$ cat src/rtl/switch_mcu_operand_fetch_pkg.sv
// Shared widths, FSM encoding and the hard-wired zero register index for the operand fetch stage.
package switch_mcu_operand_fetch_pkg;

  localparam int DEF_DATA_W = 32;
  localparam int DEF_ADDR_W = 5;
  localparam int DEF_TAG_W  = 32;
  localparam int REG_ZERO   = 0;

  typedef enum logic [1:0] {
    IDLE = 2'd0,
    CAPT = 2'd1,
    HOLD = 2'd2
  } state_t;

endpackage

$ cat src/rtl/switch_mcu_operand_slot.sv
// One operand lane: read issue, r0/unused zeroing, same-edge write forwarding and held-value coherence.
// Selected value is combinational in CAPT (from registered read data), registered in HOLD.
module switch_mcu_operand_slot
  import switch_mcu_operand_fetch_pkg::*;
#(
  parameter int DATA_W = DEF_DATA_W,
  parameter int ADDR_W = DEF_ADDR_W
) (
  input  logic              clk,
  input  logic              rst,
  input  logic              accept,
  input  logic              capt,
  input  logic              busy,
  input  logic              en,
  input  logic [ADDR_W-1:0] idx,
  input  logic              wb_valid,
  input  logic [ADDR_W-1:0] wb_addr,
  input  logic [DATA_W-1:0] wb_data,
  input  logic [DATA_W-1:0] rdata,
  output logic              rd,
  output logic [DATA_W-1:0] op
);

  logic              zero;
  logic              fwd;
  logic [ADDR_W-1:0] src;
  logic [DATA_W-1:0] fwd_data;
  logic [DATA_W-1:0] hold;
  logic [DATA_W-1:0] sel;
  logic              hit;

  assign rd  = accept && en && (idx != ADDR_W'(REG_ZERO));
  assign sel = zero ? '0 : (fwd ? fwd_data : rdata);
  assign op  = capt ? sel : hold;

  // A write landing while the operand waits for execute must replace the held copy.
  assign hit = wb_valid && (wb_addr != ADDR_W'(REG_ZERO)) && (wb_addr == src) && !zero;

  always_ff @(posedge clk or posedge rst) begin
    if (rst) begin
      zero     <= 1'b0;
      fwd      <= 1'b0;
      src      <= '0;
      fwd_data <= '0;
      hold     <= '0;
    end else begin
      if (accept) begin
        zero     <= !en || (idx == ADDR_W'(REG_ZERO));
        fwd      <= wb_valid && (wb_addr == idx) && (idx != ADDR_W'(REG_ZERO));
        fwd_data <= wb_data;
        src      <= idx;
      end
      if (busy && hit) begin
        hold <= wb_data;
      end else if (capt) begin
        hold <= sel;
      end
    end
  end

endmodule

$ cat src/rtl/switch_mcu_operand_fetch.sv
// Decode-to-execute operand fetch over a 2R1W regfile with 1-cycle read data; accept -> out_valid in 1 cycle.
// Full throughput when execute is ready; a stalled request is held (and kept coherent) until handshake.
module switch_mcu_operand_fetch
  import switch_mcu_operand_fetch_pkg::*;
#(
  parameter int DATA_W = DEF_DATA_W,
  parameter int ADDR_W = DEF_ADDR_W,
  parameter int TAG_W  = DEF_TAG_W
) (
  input  logic              in_clk,
  input  logic              in_rst,
  input  logic              in_valid,
  output logic              out_ready,
  input  logic              in_rs1_en,
  input  logic [ADDR_W-1:0] in_rs1,
  input  logic              in_rs2_en,
  input  logic [ADDR_W-1:0] in_rs2,
  input  logic [TAG_W-1:0]  in_tag,
  output logic              out_valid,
  input  logic              in_ready,
  output logic [DATA_W-1:0] out_op1,
  output logic [DATA_W-1:0] out_op2,
  output logic [TAG_W-1:0]  out_tag,
  input  logic              in_wb_valid,
  input  logic [ADDR_W-1:0] in_wb_addr,
  input  logic [DATA_W-1:0] in_wb_data,
  output logic              out_rf_wen,
  output logic [ADDR_W-1:0] out_rf_waddr,
  output logic [DATA_W-1:0] out_rf_wdata,
  output logic              out_rf_ren_1,
  output logic [ADDR_W-1:0] out_rf_raddr_1,
  output logic              out_rf_ren_2,
  output logic [ADDR_W-1:0] out_rf_raddr_2,
  input  logic [DATA_W-1:0] in_rf_rdata_1,
  input  logic [DATA_W-1:0] in_rf_rdata_2
);

  state_t            state;
  logic              busy;
  logic              capt;
  logic              handshake;
  logic              accept;
  logic [TAG_W-1:0]  tag;

  assign busy      = (state != IDLE);
  assign capt      = (state == CAPT);
  assign out_valid = busy;
  assign handshake = busy && in_ready;
  // Gating with reset keeps any regfile read from issuing while reset is held.
  assign out_ready = !in_rst && (!busy || in_ready);
  assign accept    = in_valid && out_ready;
  assign out_tag   = tag;

  assign out_rf_wen     = in_wb_valid && (in_wb_addr != ADDR_W'(REG_ZERO));
  assign out_rf_waddr   = in_wb_addr;
  assign out_rf_wdata   = in_wb_data;
  assign out_rf_raddr_1 = in_rs1;
  assign out_rf_raddr_2 = in_rs2;

  always_ff @(posedge in_clk or posedge in_rst) begin
    if (in_rst) begin
      state <= IDLE;
      tag   <= '0;
    end else begin
      if (accept) tag <= in_tag;
      case (state)
        IDLE:       if (accept) state <= CAPT;
        CAPT, HOLD: state <= accept ? CAPT : (handshake ? IDLE : HOLD);
        default:    state <= IDLE;
      endcase
    end
  end

  switch_mcu_operand_slot #(.DATA_W(DATA_W), .ADDR_W(ADDR_W)) u_slot_1 (
    .clk      (in_clk),
    .rst      (in_rst),
    .accept   (accept),
    .capt     (capt),
    .busy     (busy),
    .en       (in_rs1_en),
    .idx      (in_rs1),
    .wb_valid (in_wb_valid),
    .wb_addr  (in_wb_addr),
    .wb_data  (in_wb_data),
    .rdata    (in_rf_rdata_1),
    .rd       (out_rf_ren_1),
    .op       (out_op1)
  );

  switch_mcu_operand_slot #(.DATA_W(DATA_W), .ADDR_W(ADDR_W)) u_slot_2 (
    .clk      (in_clk),
    .rst      (in_rst),
    .accept   (accept),
    .capt     (capt),
    .busy     (busy),
    .en       (in_rs2_en),
    .idx      (in_rs2),
    .wb_valid (in_wb_valid),
    .wb_addr  (in_wb_addr),
    .wb_data  (in_wb_data),
    .rdata    (in_rf_rdata_2),
    .rd       (out_rf_ren_2),
    .op       (out_op2)
  );

endmodule

$ cat config.mk
export PLATFORM = sky130hd
export DESIGN_NAME = switch_mcu_operand_fetch
export DESIGN_NICKNAME = d
export VERILOG_FILES = /design/src/rtl/switch_mcu_operand_fetch_pkg.sv /design/src/rtl/switch_mcu_operand_slot.sv /design/src/rtl/switch_mcu_operand_fetch.sv
export SDC_FILE = /design/constraint.sdc
export NUM_CORES = 1
export LEC_CHECK = 0
export CORE_UTILIZATION = 40
export DETAILED_ROUTE_END_ITERATION = 8
export MAX_ROUTING_LAYER = met4
export PLACE_DENSITY = 0.84
export SLEW_MARGIN = 20
export SYNTH_ARGS = -nofsm -noshare
export SYNTH_HDL_FRONTEND = slang
export SYNTH_SLANG_ARGS = --single-unit
$ cat constraint.sdc
create_clock -name in_clk -period 4.04 [get_ports in_clk]
set_clock_uncertainty 0.05 [all_clocks]
set_input_delay 0.404 -clock in_clk [delete_from_list [all_inputs] [get_ports in_clk]]
set_output_delay 0.404 -clock in_clk [all_outputs]
set_load 0.03 [all_outputs]
==> flow_summary.toml, run 1 <==
[logic_synthesis]
ys.flop_type = "dfrtp_1"
synth_top_area_share_pct = 46.44
synth-seq-cells = 144
ys_async_sr_fraction_pct = 100.0
yosys.area_share.simple_pct = 13.09
syn-instance-count = 783
yosys-top-cells-count = "228 x nand2_1, 144 x dfrtp_1, 68 x inv_1"
ys_seq_area_share_pct = 46.44
synth_area_leaders = "dfrtp_1 46%, mux2_4 12%, nand2_1 11%"
synth.most_common_cell = "nand2_1"
yosys-mux-area-fraction_pct = 20.58
synth_nets = 936
ys_warn_count = 0
synth_top_family_by_area = "multiplexers"
synthDistinctLibCells = 36
synth-compound-area-share_pct = 6.322
synth_area_um2 = 7759
yosys.area_share.adder_pct = 0.4838
synth-xor-area-share_pct = 2.032
yosysTopAreaCell = "dfrtp_1"
synth_edf_count = 0
synth.avg_cell_area_um2 = 9.909

[cts]
numCtsBuffers = 17
holdBufCountCts = 0
cts_root_buf = "clkbuf_16"
cts_max_level = 4
cts_tree = "done"
cts_resized = 0
clock-sinks = 144
post_cts.repair.setup_buffers = 0
clockBufferDepth = 2
clkTransAtPathRegs_ns = 0.06
clk_latency_ns = 0.41

[finish]
nets = 1167
multi_input_area_um2 = 3309
final_cell_area_um2 = 11140
drive_gt1_share_pct = 11.59
fillerInstances = 1573
syn_to_final_growth_pct = 43.54
num_antenna_cells = 0
seqCellArea_um2 = 3606

[routing]
ant_nets = 0
drt-pass1-iter-count = 4
viasPerCell = 4.955
avgRoutedWirePerCell_um = 17.75
wl_met1_um = 9683
drtIter0Drc = 301
drc_errors = 0
highest_layer = "met4"
dr_wl_met3_um = 1237
wl_um = 22850
via_count = 6377
wl_met2_um = 11630

[global_route]
track_usage_pct = 24.30
grt_antenna_before_repair = 0
overflow = 0
grt_pass1_wl_um = 36260
grt_max_degree = 80
first_global_vias = 6741

[floorplan]
core_um2 = 18830
row_count = 50
num_io_pins = 298
start_util_pct = 41.20
die_h_um = 141.3
die-area_um2 = 19960
die_w_um = 141.3

[sta]
slew_viol_final = 0
hold_viol_final = 0
fin_crit_ns = 3.480
min_period_over_period_pct = 86.13
timing.slew.headroom_pct = 26.32
tns_ns = 0
max_freq_mhz = 287.4
rsz0062_at_grt = "false"
max_slew.worst_pin.slew_ns = 1.105
setup_viol = 0

[setup_path]
critPathArrivalTime_ns = 3.03
r2r_cells = 7
path_class = "flip-flop to output port"
cp_max_fo = 32
required_ns = 3.59
crit_path_end_kind = "output port"
start_kind = "flip-flop"

[worst_hold_path]
hp-class = "flip-flop to flip-flop"
whs_path_depth = 2

[power_and_ir_drop]
p_clk_share_pct = 21.1
cellInternalPower_mw = 4.427
p_leak_nw = 4.839
combPwrFrac_pct = 48.6
powerDensity_nw_per_um2 = 656.2
worst_ir_drop_vdd_uv = 364.1
switchingPower_mw = 2.881
seqPwrFrac_pct = 30.3
swShare_pct = 39.42

[outcome]
status = "finished clean"

[placement]
place_area_um2 = 10570
hpwl_um = 15540
port_buffers = 297
place_congestion = 0.7962

[job]
max_cap_viol_count = 0
==> power by group through the flow <==
| stage | Sequential (mW) | Clock (mW) | Combinational [mW] |
|---|---|---|---|
| after global placement | 2.21 | 0 | 3.48 |
| final | 2.21 | 1.54 | 3.55 |
| after detailed placement | 2.24 | 0 | 3.55 |
| after global routing | 2.27 | 1.63 | 3.78 |
| after floorplan | 2.37 | 0 | 2.05 |
| after CTS | 2.22 | 1.56 | 3.57 |
==> kinds of logic after synthesis <==
kind of cell               after synthesis
adders and majority gates                3
muxes                                  129
and+or+nand+nor                        251
DFF                                    144
AOI/OAI and AO/OA                       74
buffers and inverters                  164
xor gates and xnor gates                18
==> registers in the layout (all words and copies together) (netlist names), 2 cells and up <==
register           count
out_tag               32
u_slot_1.hold         32
u_slot_2.fwd_data     32
u_slot_2.hold         32
u_slot_1.src           5
u_slot_2.src           5
state                  2
==> path summary, 6_finish.rpt <==
check,startpoint,end,slack (ns)
setup reg to reg,state[0]$_DFFE_PP0P_,state[0]$_DFFE_PP0P_,1.59
hold / removal,out_tag[31]$_DFFE_PP0P_,out_tag[31]$_DFFE_PP0P_,0.42
min in group asynchronous,in_rst,u_slot_1.hold[31]$_DFF_PP0_,0.49
setup / recovery,state[1]$_DFFE_PP0P_,out_op1[0],0.56
hold reg to reg,out_tag[31]$_DFFE_PP0P_,out_tag[31]$_DFFE_PP0P_,0.42
max in group asynchronous,in_rst,u_slot_1.fwd$_DFFE_PP0P_,2.59
==> worst max-delay path, stage by stage (launching register included) <==
cell,delay [ns]
dfrtp_1,0.39
inv_1,0.09
ha_2,0.38
nand2b_2,0.57
o22ai_1,0.44
clkdlybuf4s50_1,0.74
==> per-layer routing <==
metal	global-route usage, %	up-vias
li1	-	2988
met1	29.08	3136
met2	41.48	233
met3	4.927	20
met4	6.922	0
met5	-	-
==> stage by stage <==
stage,instances,setup WS (ns),total power [mW],hold slack [ns],utilization (%)
finish,1287,0.5602,7.308,0.4223,59.14
global route,1287,0.3935,7.681,0.4499,59.14
CTS,1287,0.5555,7.346,0.4271,59.14
detailed placement,1255,0.9988,5.783,0.4116,56.12
global placement,1255,1.036,5.691,0.4067,56.12
floorplan,783,1.781,4.424,0.4152,-
==> final cells by class <==
class                   count  area share (%)
inverters                  68           2.326
clock inverters            14           1.258
clock buffers              18           3.854
multi-input cells         475           29.72
repair buffers            308           27.55
well taps                 260           2.921
flip-flops and latches    144           32.38
==> cells in the final DEF, fill, tap and decap left out, drive strengths merged <==
| cell type | count |
|---|---|
| o21a | 1 |
| a21oi | 1 |
| buf | 11 |
| dfrtp | 144 |
| nand2b | 4 |
| clkdlybuf4s50 | 297 |
| xor2 | 5 |
| a21o | 1 |
| o211ai | 1 |
| o21ai | 1 |
| ha | 3 |
| bufinv | 2 |
| inv | 69 |
| mux2 | 64 |
| a2111oi | 1 |
| nor3 | 2 |
| nand4 | 2 |
| or4 | 2 |
| xnor2 | 13 |
| and3 | 1 |
| clkinv | 5 |
| nor4 | 3 |
| o21ba | 1 |
| o2bb2ai | 1 |
| nor2 | 6 |
| clkinvlp | 6 |
| o22ai | 64 |
| and2 | 1 |
| nand2 | 228 |
| mux2i | 65 |
| clkbuf | 18 |
| o32ai | 1 |
| o31ai | 1 |
| nand3 | 2 |
Power figures use the tool's default switching activity.
==> inputs of run 2 (changes only) <==
- CORE_UTILIZATION: 40 -> 55
- CTS_CLUSTER_SIZE: default -> 16
- DONT_BUFFER_PORTS: default -> 1
- PLACE_DENSITY: 0.84 -> 0.82
==> flow_summary.toml, run 2 (synthesis gave the netlist of run 1 again) <==
[floorplan]
die_w_um = 120.8
row_count = 43
start_util_pct = 56.11
die_h_um = 120.8
die-area_um2 = 14590
num_io_pins = 298
core_um2 = 13830

[global_route]
grt_max_degree = 80
first_global_vias = 5295
grt_pass1_wl_um = 28460
track_usage_pct = 26.81
grt_antenna_before_repair = 0
overflow = 0

[sta]
fin_crit_ns = 3.033
min_period_over_period_pct = 75.07
rsz0062_at_grt = "false"
max_freq_mhz = 329.7
max_slew.worst_pin.slew_ns = 0.9182
hold_viol_final = 3
timing.hold.ws_ns = -0.004206
timing.slew.headroom_pct = 38.66
setup_viol = 0
slew_viol_final = 0
tns_ns = 0

[job]
max_cap_viol_count = 0

[power_and_ir_drop]
p_leak_nw = 3.712
powerDensity_nw_per_um2 = 768.4
worst_ir_drop_vdd_uv = 496.1
power_mw = 6.201

[setup_path]
crit_path_cell_trace = "inv_1, ha_2, nand2b_2, o22ai_1"
path_class = "flip-flop to output port"
critPathSlowestCell = "o22ai_1"
path_buf_inv = 1
cp_max_fo = 32
start_kind = "flip-flop"
required_ns = 3.59
crit_family = "compound AO/OA/AOI/OAI gates"
critPathArrivalTime_ns = 2.58
crit_path_end_kind = "output port"
slowest_delay_ns = 0.83

[placement]
port_buffers = 0
hpwl_um = 12450
place_congestion = 0.7778

[cts]
clkTransAtPathRegs_ns = 0.06
numCtsBuffers = 17
cts_resized = 0
cts_root_buf = "clkbuf_16"
holdBufCountCts = 0
clock-sinks = 144
clockBufferDepth = 2
cts_max_level = 4
post_cts.repair.setup_buffers = 0
clk_latency_ns = 0.41
cts_tree = "done"

[routing]
via_count = 5154
drtIter0Drc = 205
ant_nets = 0
viasPerCell = 5.670
avgRoutedWirePerCell_um = 20.51
drt-pass1-iter-count = 4
wl_um = 18650
drc_errors = 0

[finish]
syn_to_final_growth_pct = 4.015
drive_gt1_share_pct = 16.19
mostFrequentLayoutCell = "nand2_1"
nets = 869
num_antenna_cells = 0
final_cell_mix = "227 x nand2_1, 142 x dfrtp_1, 67 x inv_1"

[outcome]
status = "complete, but fails checks"
violations = "negative hold slack"

[worst_hold_path]
hp-class = "input pin to async pin"
run 2: where the power goes:
part / internal (mW) / switching [mW] / leakage [nW] / total [mW]
sequential: 1.95 / 0.503 / 1.84 / 2.45
combinational: 0.753 / 1.48 / 1.59 / 2.23
clock: 0.924 / 0.597 / 0.279 / 1.52
run 2: path summary, 6_finish.rpt:
path | startpoint | to | slack, ns | cells after the start
min | in_rst | u_slot_1.src[0]$_DFFE_PP0P_ | -0.004 | 1
min in group in_clk | in_tag[7] | out_tag[7]$_DFFE_PP0P_ | 0.04 | 2
max | state[1]$_DFFE_PP0P_ | out_op2[1] | 1.01 | 4
max in group asynchronous | in_rst | u_slot_2.fwd_data[31]$_DFFE_PP0P_ | 3.05 | 2
min reg2reg | u_slot_2.src[4]$_DFFE_PP0P_ | u_slot_2.src[4]$_DFFE_PP0P_ | 0.45 | 2
max reg2reg | state[1]$_DFFE_PP0P_ | u_slot_1.hold[31]$_DFF_PP0_ | 1.48 | 5
run 2: per-stage QoR:
| stage | std cells | cell area, um^2 | setup slack (ns) | hold slack, ns | util (%) |
|---|---|---|---|---|---|
| finish | 909 | 8070 | 1.007 | -0.004206 | 58.37 |
| global route | 909 | 8070 | 0.8718 | 0.02678 | 58.37 |
| CTS | 909 | 8068 | 0.9740 | 0.01094 | 58.35 |
| detailed placement | 877 | 7487 | 1.433 | 0.4343 | 54.15 |
| global placement | 877 | 7487 | 1.496 | 0.4287 | 54.15 |
| floorplan | 783 | 7762 | 1.781 | 0.4152 | - |
run 2: area by class of cell:
| type | count | area (um^2) |
|---|---|---|
| clock inverter | 13 | 137.6 |
| timing repair buffer | 10 | 87.58 |
| fill | 1128 | 5757 |
| tap | 180 | 225.2 |
| inverter | 68 | 259.0 |
| multi-input combinational | 475 | 3309 |
| sequential | 144 | 3608 |
| clock buffer | 19 | 442.9 |
run 2: routing by layer:
metal | vias to the layer above | routed length, um | GRT usage, %
met5 | - | 0 | -
met4 | 0 | 484 | 11.34
met3 | 38 | 1366 | 7.736
met2 | 239 | 9308 | 44.47
met1 | 2499 | 7489 | 30.34
li1 | 2378 | - | -
run 2: worst reg2reg max path: cells and delay by family, from the launching register on:
family / cells / cell delay (ns)
buffers and inverters: 1 / 0.09
adders and majority gates: 1 / 0.32
and+or+nand+nor: 1 / 0.52
DFF: 1 / 0.39
AOI/OAI and AO/OA: 1 / 0.85
muxes: 1 / 0.29
==> inputs of run 3 (changes only) <==
- PLACE_DENSITY: 0.82 -> 0.79
- clock period: 4.04 -> 2.84 ns (I/O delays scaled with it)
==> flow_summary.toml, run 3 (synthesis gave the netlist of run 1 again) <==
[power_and_ir_drop]
p_leak_nw = 4.326
worst_ir_drop_vdd_uv = 648.8
powerDensity_nw_per_um2 = 1041

[sta]
fin_crit_ns = 2.678
slew_viol_final = 0
max_freq_mhz = 373.4
hold_viol_final = 0
rsz0062_at_grt = "false"
min_period_over_period_pct = 94.30
tns_ns = 0
max_slew.worst_pin.slew_ns = 0.9575
timing.slew.headroom_pct = 36.17
setup_viol = 0

[global_route]
grt_max_degree = 76
grt_pass1_wl_um = 33220
overflow = 0
first_global_vias = 6438
grt_antenna_before_repair = 0
track_usage_pct = 30.92

[cts]
clk_latency_ns = 0.42
numCtsBuffers = 17
clock-sinks = 144
cts_resized = 0
clockBufferDepth = 2
clkTransAtPathRegs_ns = 0.06
cts_root_buf = "clkbuf_16"
cts_tree = "done"
cts_max_level = 4

[finish]
final_cell_mix = "227 x nand2_1, 142 x dfrtp_1, 77 x dlygate4sd3_1"
nets = 997
mostFrequentLayoutCell = "nand2_1"
drive_gt1_share_pct = 19.60
finalNonFillerCells = 1037
num_antenna_cells = 0
syn_to_final_growth_pct = 20.14

[floorplan]
row_count = 43
die_h_um = 120.8
num_io_pins = 298
start_util_pct = 56.11
core_um2 = 13830
die_w_um = 120.8
die-area_um2 = 14590

[routing]
drc_errors = 0
avgRoutedWirePerCell_um = 20.68
viasPerCell = 5.816
wl_um = 21450
via_count = 6031
ant_nets = 0
drt-pass1-iter-count = 5
drtIter0Drc = 416

[placement]
port_buffers = 0
place_congestion = 0.8486
hpwl_um = 13120
placedCellCount = 928

[setup_path]
critPathSlowestCell = "nor2_1"
critPathArrivalTime_ns = 2.34
crit_path_cell_trace = "inv_1, ha_1, o21ba_2, nand2_2, nor2_1"
cp_max_fo = 17
slowest_delay_ns = 0.59
start_kind = "flip-flop"
required_ns = 2.51
path_class = "flip-flop to output port"
crit_path_end_kind = "output port"

[outcome]
status = "finished clean"

[job]
max_cap_viol_count = 0

[worst_hold_path]
hp-class = "input pin to flip-flop"
-- run 3: repair_timing --
action,CTS,global route
hold buffers,77,0
buffers inserted,0,0
hold endpoints to repair,215,0
-- run 3: metrics by stage --
stage                     utilization, %  total power [mW]  setup slack [ns]  hold slack, ns  area (um^2)
after floorplan                        -             6.293            0.6709          0.3394         7762
after global placement             57.35             7.011            0.5397          0.2395         7930
after detailed placement           57.35             7.197            0.4384          0.2621         7930
after CTS                          67.41             9.658            0.1760         0.01100         9321
after global routing               67.41             10.12           0.04770         0.03127         9321
final                              67.41             9.701            0.1620         0.02699         9321
-- run 3: layout make-up --
type	instances	area, um^2
inverters	68	259.0
flip-flops and latches	144	3606
multi-input cells	475	3307
clock inverters	14	191.4
repair buffers	138	1304
well taps	180	225.2
fillers	930	4506
clock buffers	18	429.2
-- run 3: worst paths after layout --
check	to	startpoint	slack, ns	cells after the start
min in group asynchronous	out_tag[4]$_DFFE_PP0P_	in_rst	0.45	3
max reg2reg	u_slot_2.hold[0]$_DFF_PP0_	state[0]$_DFFE_PP0P_	0.42	7
max	out_rf_ren_1	state[0]$_DFFE_PP0P_	0.16	5
min	u_slot_2.fwd$_DFFE_PP0P_	in_rs2[0]	0.03	3
min reg2reg	u_slot_1.src[0]$_DFFE_PP0P_	u_slot_1.src[0]$_DFFE_PP0P_	0.45	2
max in group asynchronous	u_slot_2.fwd_data[10]$_DFFE_PP0P_	in_rst	1.47	3
-- run 3: worst max-delay path: cells and delay by family, from the launching register on --
kind            cells  cell delay [ns]
flops               1             0.40
buf+inv             1             0.10
fa+ha+maj           1             0.26
compound gates      1             0.32
simple gates        2             0.85
-- run 3: per-layer routing --
| metal | vias to the layer above | global-route usage, % | part of all wire [%] |
|---|---|---|---|
| met5 | - | - | 0 |
| met4 | 0 | 15.28 | 3.8 |
| met3 | 82 | 8.066 | 8.3 |
| met2 | 348 | 52.51 | 51 |
| met1 | 2963 | 33.58 | 37 |
| li1 | 2638 | - | - |
-- run 3: power by group --
| group | switching, mW | leakage, nW | internal (mW) |
|---|---|---|---|
| sequential | 0.731 | 1.84 | 2.77 |
| combinational | 2.33 | 2.19 | 1.53 |
| clock | 0.876 | 0.292 | 1.47 |
